===== src/rtl/iterative_shift_unit.sv =====
// Serial RV32I shifter for the EX stage: SLL/SRL/SRA one bit per clock.
// busy stalls the front of the pipe while a shift is in flight; done pulses
// for one cycle when result carries the freshly shifted value.
module iterative_shift_unit #(
  parameter int N       = 32,
  parameter int SHAMT_W = 5
) (
  input  logic               clk,
  input  logic               rst,
  input  logic               start,
  input  logic [1:0]         op,
  input  logic [N-1:0]       a,
  input  logic [SHAMT_W-1:0] shamt,
  input  logic               flush,
  output logic               busy,
  output logic               done,
  output logic [N-1:0]       result
);

  localparam logic [1:0] OP_SLL = 2'b00;
  localparam logic [1:0] OP_SRL = 2'b01;
  localparam logic [1:0] OP_SRA = 2'b10;

  typedef enum logic [1:0] {
    IDLE  = 2'b00,
    SHIFT = 2'b01,
    DONE  = 2'b10
  } state_t;

  state_t             state;
  logic [N-1:0]       data_reg;
  logic [SHAMT_W-1:0] cnt;
  logic [1:0]         op_reg;
  logic               accept;

  // One-position shift; the reserved op leaves the operand untouched.
  function automatic logic [N-1:0] shift_one(input logic [N-1:0] d,
                                             input logic [1:0]   o);
    logic signed [N-1:0] sd;
    logic [N-1:0]        r;
    sd = signed'(d);
    case (o)
      OP_SLL:  r = {d[N-2:0], 1'b0};
      OP_SRL:  r = {1'b0, d[N-1:1]};
      OP_SRA:  r = unsigned'(sd >>> 1);
      default: r = d;
    endcase
    return r;
  endfunction

  // A new operation is only taken when no shift is in progress.
  assign accept = start && (state != SHIFT);

  // Control FSM plus datapath: rst beats flush, flush beats start.
  always_ff @(posedge clk) begin
    if (rst) begin
      state    <= IDLE;
      data_reg <= '0;
      cnt      <= '0;
      op_reg   <= '0;
      result   <= '0;
    end else if (flush) begin
      state <= IDLE;
    end else begin
      case (state)
        IDLE, DONE: begin
          if (accept) begin
            data_reg <= a;
            op_reg   <= op;
            cnt      <= (op == 2'b11) ? '0 : shamt;
            state    <= SHIFT;
          end else begin
            state <= IDLE;
          end
        end
        SHIFT: begin
          if (cnt != '0) begin
            cnt      <= cnt - 1'b1;
            data_reg <= shift_one(data_reg, op_reg);
          end else begin
            result <= data_reg;
            state  <= DONE;
          end
        end
        default: state <= IDLE;
      endcase
    end
  end

  // Status flags are pure decodes of the registered state.
  assign busy = (state == SHIFT);
  assign done = (state == DONE);

endmodule


===== config.mk =====
export PLATFORM = sky130hd
export DESIGN_NAME = iterative_shift_unit
export DESIGN_NICKNAME = d
export VERILOG_FILES = /design/src/rtl/iterative_shift_unit.sv
export SDC_FILE = /design/constraint.sdc
export NUM_CORES = 1
export LEC_CHECK = 0
export BUFFER_PORTS_ARGS = -buffer_cell sky130_fd_sc_hd__buf_2
export CORE_ASPECT_RATIO = 0.5
export CORE_MARGIN = 4
export CORE_UTILIZATION = 36
export CTS_CLUSTER_SIZE = 10
export DETAILED_ROUTE_END_ITERATION = 10
export PLACE_DENSITY = 0.64
export REMOVE_ABC_BUFFERS = 1
export SLEW_MARGIN = 15
export SYNTH_ARGS = -nofsm -noshare
export SYNTH_HDL_FRONTEND = slang
export SYNTH_SLANG_ARGS = --single-unit

===== constraint.sdc =====
create_clock -name clk -period 4.45 [get_ports clk]
set_input_delay 0.89 -clock clk [delete_from_list [all_inputs] [get_ports clk]]
set_output_delay 0.89 -clock clk [all_outputs]
set_load 0.03 [all_outputs]

=== Yosys cells after proc, flatten, opt, wreduce, memory -nomap -nowiden ===
Index checks and enable logic that the tools add are counted.

* Memories: 0
* ROM bits: 0
* RAM bits: 0
* Word-level logic and storage cells: 44
* Input bits: 43
* Latch bits: 0
* Register bits: 73

* Multiplexer cells: 11
* Multipliers: 0
* Shift-type cells: 0
* Div/mod/pow operators: 0
* Magnitude comparators: 0
* Equal/unequal tests: 12
* Reduce and logical (&&, ||, !) cells: 12
* Add/sub/neg operators: 1
* Bitwise operators: 2

{| class="wikitable"
|+ Operator list
! kind !! count
|-
| $pmux W32 S3 || 1
|-
| $mux W32 || 2
|-
| $pmux W32 S2 || 1
|-
| $mux W5 || 3
|-
| $pmux W5 S2 || 1
|-
| $eq A2 B2 Y1 const B || 3
|-
| $ne A2 B2 Y1 const B || 3
|-
| $reduce_and A3 Y1 || 2
|-
| $reduce_and A6 Y1 || 1
|-
| $reduce_and A5 Y1 || 1
|-
| $reduce_bool A5 Y1 || 1
|-
| $sub A5 B1 Y5 const B || 1
|-
| $eq A2 B1 Y1 const B || 2
|-
| $logic_not A2 Y1 || 2
|-
| $ne A2 B1 Y1 const B || 2
|-
| $ne A4 B1 Y1 const B || 1
|-
| $pmux W2 S2 || 1
|-
| $reduce_and A4 Y1 || 1
|-
| $reduce_or A2 Y1 || 2
|-
| $ne A3 B1 Y1 const B || 1
|-
| $mux W2 || 1
|-
| $not A1 Y1 || 2
|-
| $reduce_bool A2 Y1 || 1
|-
| $logic_and A1 B1 Y1 || 1
|-
| $mux W1 || 1
|}

=== Depth between registers and ports, before layout ===
* Word-level depth: 4
* Depth in mapped cells: 8
* Gate-level depth less buffers: 6

=== Least setup slack after synthesis ===
No wires, ideal clock.

* Path type: register -> output
* From: register state[1]
* To: output busy
* Path buffers: 3
* Slack: 2.258 ns
* Data arrival time: 1.302 ns
* Required time: 3.560 ns
* Cell stages (with the launch flop): 6
* Cells stage by stage: dfxtp_1 -> nand2b_1 -> buf_2 -> inv_1 -> buf_2 -> buf_1

* Cells in the longest elaborated chain, start to end: 1

{| class="wikitable"
|+ Ends and longest elaborated chain
! what !! line !! RTL
|-
| start: declaration || 30 || <nowiki>state_t state;</nowiki>
|-
| start signal: assignment || 57 || <nowiki>state <= IDLE;</nowiki>
|-
| start signal: assignment || 63 || <nowiki>state <= IDLE;</nowiki>
|-
| start signal: assignment || 71 || <nowiki>state <= SHIFT;</nowiki>
|-
| $eq A2 B1 Y1 || 91 || <nowiki>assign busy = (state == SHIFT);</nowiki>
|-
| end: declaration || 15 || <nowiki>output logic busy,</nowiki>
|}

Every way passes these cells.

=== Worst setup path in the final report ===
* From: register state[1]
* To: register data_reg[29]

* Cells in the longest elaborated chain, start to end: 4

{| class="wikitable"
|+ Ends and longest elaborated chain
! what !! line !! RTL
|-
| $eq A2 B2 Y1, or another cell as far along || 65 || <nowiki>case (state)</nowiki>
|-
| $reduce_or A2 Y1 or $logic_and A1 B1 Y1 (tied branches) || 65, 52 ||
|-
| $ne A2 B2 Y1 (no line) or $reduce_bool A2 Y1 (tied branches) || -- ||
|-
| $reduce_and A5 Y1 (no line) || -- ||
|-
| end signal: assignment || 79 || <nowiki>data_reg <= shift_one(data_reg, op_reg);</nowiki>
|-
| end: declaration || 31 || <nowiki>logic [N-1:0] data_reg;</nowiki>
|}

Parallel ways exist; a longest one is shown, timed or not.
A chain may end at the register's enable or synchronous reset.

==> results_dict.tcl <==
set metrics [dict create \
    cts_setup_buffers 0 \
    grt_pass1_vias 3126 \
    fin_nets 497 \
    synthArstFlopShare 0 \
    syn-instance-count 403 \
    synth_edf_count 0 \
    relSlewSlack 0.229 \
    fill_cells 901 \
    synth_top_flop_cell "dfxtp_1" \
    p_per_area_nw_per_um2 389 \
    grt-busiest-layer "met2" \
    fin_crit_sh 0.667 \
    p_sw_w 0.000396 \
    worstHoldStart "result[0]" \
    first_iter_violations 385 \
    cp.arrival_ns 3.23 \
    worstSkewPairLatency_ns 0.33 \
    synthXorXnorAreaFrac 0.00261 \
    layout_commonest_cell "buf_2" \
    finalWeightedCongestion 0.742 \
    intPower_w 0.00117 \
    ys_seq_area_frac 0.435 \
    n_antenna_cell 0 \
    cp-start-kind "register" \
    drt_pass1_iterations 4 \
    p_leak_nw 1.50 \
    timing.rr.end "data_reg[29]" \
    crit_path_end_kind "register" \
    report.final.slew_viol_count 0 \
    die_x_um 145 \
    hold_viol 0 \
    initial_core_util 0.378 \
    rsz0062_at_grt "no" \
    setup_viol 0 \
    dieArea_sq_um 11000 \
    worst_slew_pin_slew_ns 1.16 \
    portBuffers 76 \
    min_period_ns 2.97 \
    ir_drop_mv 0.179 \
    clk_pin_slew_ns 0.06 \
    switching_share 0.253 \
    cts_hold_buf 0 \
    timing.rr.start "state[1]" \
    numCtsBuffers 9 \
    vias 3287 \
    synth_compound_area_frac 0.359 \
    seq_power_share 0.450 \
    viasPerCell 5.76 \
    grt_first_pass_wirelength_um 15500 \
    synth_cell_types 34 \
    cts.sinks 73 \
    grt_use_met2 0.250 \
    drcViolationCount 0 \
    synth-adder-area-share 0.0149 \
    synth.avg_cell_area_sq_um 8.34 \
    critPathMaxFanout 45 \
    grt_usage 0.170 \
    core.rowCount 24 \
    dp_hpwl_um 5710 \
    ios 77 \
    final_util 0.453 \
    yosysWarnings 0 \
    crit_end "data_reg[29]" \
    antenna_found_initial 0 \
    root_buffer "clkbuf_16" \
    worstPathRequired_ns 4.71 \
    routedWlPerCell_um 16.3 \
    cp-startpoint "state[1]" \
    skew_ns 0.00712 \
    chipHeight_um 76.3 \
    synth.area.mux_share 0 \
    comb_power_share 0.110 \
    core-area_sq_um 8890 \
    pwr-share-clk 0.441 \
    cts_buffer_depth 2 \
    wl_um 9300 \
    final_cell_mix "76 x buf_2, 73 x dfxtp_1, 72 x a21oi_1, 69 x nand2_1, 35 x o21ai_0" \
    worstRegToRegCells 6 \
    synth_area_sq_um 3360 \
    fmax_ghz 0.337 \
    met3_usage 0.0539 \
    grt_util_met1 0.235 \
    grt_start_max_net_pins 47 \
    reg2reg_slack_ns 1.48 \
    fin_total_pwr_w 0.00157 \
    yosys.area_share.simple 0.123 \
    synth-seq-cells 73 \
    cap_violations 0 \
    ctsResizeCount 0 \
    overflow 0 \
    outcome "completed" \
    synth_top_family_by_area "compound AO/OA/AOI/OAI gates" \
    drive_gt1_frac 0.220 \
    ant_nets 0 \
    hp-class "register to register" \
    h-tree-depth 3 \
    cts_tree "built" \
    criticalPathCategory "register to register" \
    setup-tns-final_ns 0 \
    syn2layout_area_growth_pct 19.7 \
]
==> per-layer routing <==
metal / vias up / share of wire
met2: 95 / 0.46
met1: 1577 / 0.45
met5: - / 0
met3: 8 / 0.071
met4: 0 / 0.011
li1: 1607 / -
==> power by group through the flow <==
stage,sequential [W],clock [W],combinational [W]
after global placement,0.000717,0,0.000169
after floorplan,0.000712,0,0.000101
after detailed placement,0.000717,0,0.000170
after global routing,0.000706,0.000735,0.000191
final,0.000704,0.000690,0.000172
after CTS,0.000703,0.000706,0.000171
==> cell usage after synthesis (2+ instances only) <==
library cell   n  share of area
nand2b_1       2         0.0037
buf_1          4         0.0045
dfxtp_1       73           0.43
and3_1         2         0.0037
o2111ai_1     30          0.078
a21o_1         2         0.0045
buf_6          3          0.010
a21oi_1       73           0.11
buf_2          8          0.012
nand2_1       69          0.077
a221o_1       30          0.089
ha_1           4          0.015
nand4_1        3         0.0056
o21a_1         2         0.0045
nor3_1         3         0.0045
nor2_1         6         0.0067
clkbuf_1      29          0.032
inv_1          6         0.0067
o21ai_0       35          0.052
a31oi_1        3         0.0056
a311oi_1       3         0.0078
==> kinds of logic after synthesis <==
| logic type | Yosys count |
|---|---|
| XOR/XNOR | 1 |
| AND/OR/NAND/NOR | 93 |
| buffers and inverters | 50 |
| adder cells (fa/ha/maj) | 4 |
| AO/OA/AOI/OAI | 182 |
| flip-flops | 73 |
==> cell type report <==
class                           instances  area (sq um)  area share
Clock inverter                          4          45.0      0.0112
Inverter                                6          22.5     0.00560
Sequential cell                        73          1460       0.363
Clock buffer                           11           233      0.0578
Multi-Input combinational cell        280          1710       0.424
Tap cell                              117           146      0.0364
Timing Repair Buffer                   80           410       0.102
==> critical path: stages, from the launching register on <==
cell and delay (ns):
dfxtp_1 0.29, nand2b_2 0.59, inv_1 0.37, buf_4 0.43
o21a_1 0.83, o21ai_0 0.18, a21oi_1 0.17
==> stage by stage <==
stage	std cells	area, sq um	hold slack [ns]	setup slack [ns]
after floorplan	359	3160	0.438	0.961
after global placement	556	3740	0.441	1.65
after detailed placement	556	3740	0.445	1.55
after CTS	571	4020	0.452	1.54
after global routing	571	4020	0.464	1.14
final	571	4020	0.449	1.48
==> how the worst min path moves through the flow <==
| stage | end | slack [ns] | depth (start not counted) |
|---|---|---|---|
| floorplan | result[31] | 0.44 | 2 |
| global placement | result[5] | 0.44 | 2 |
| global route | result[12] | 0.46 | 2 |
| detailed placement | result[12] | 0.44 | 2 |
| CTS | result[12] | 0.45 | 2 |
| finish | result[0] | 0.45 | 2 |
Power figures use the tool's default switching activity.
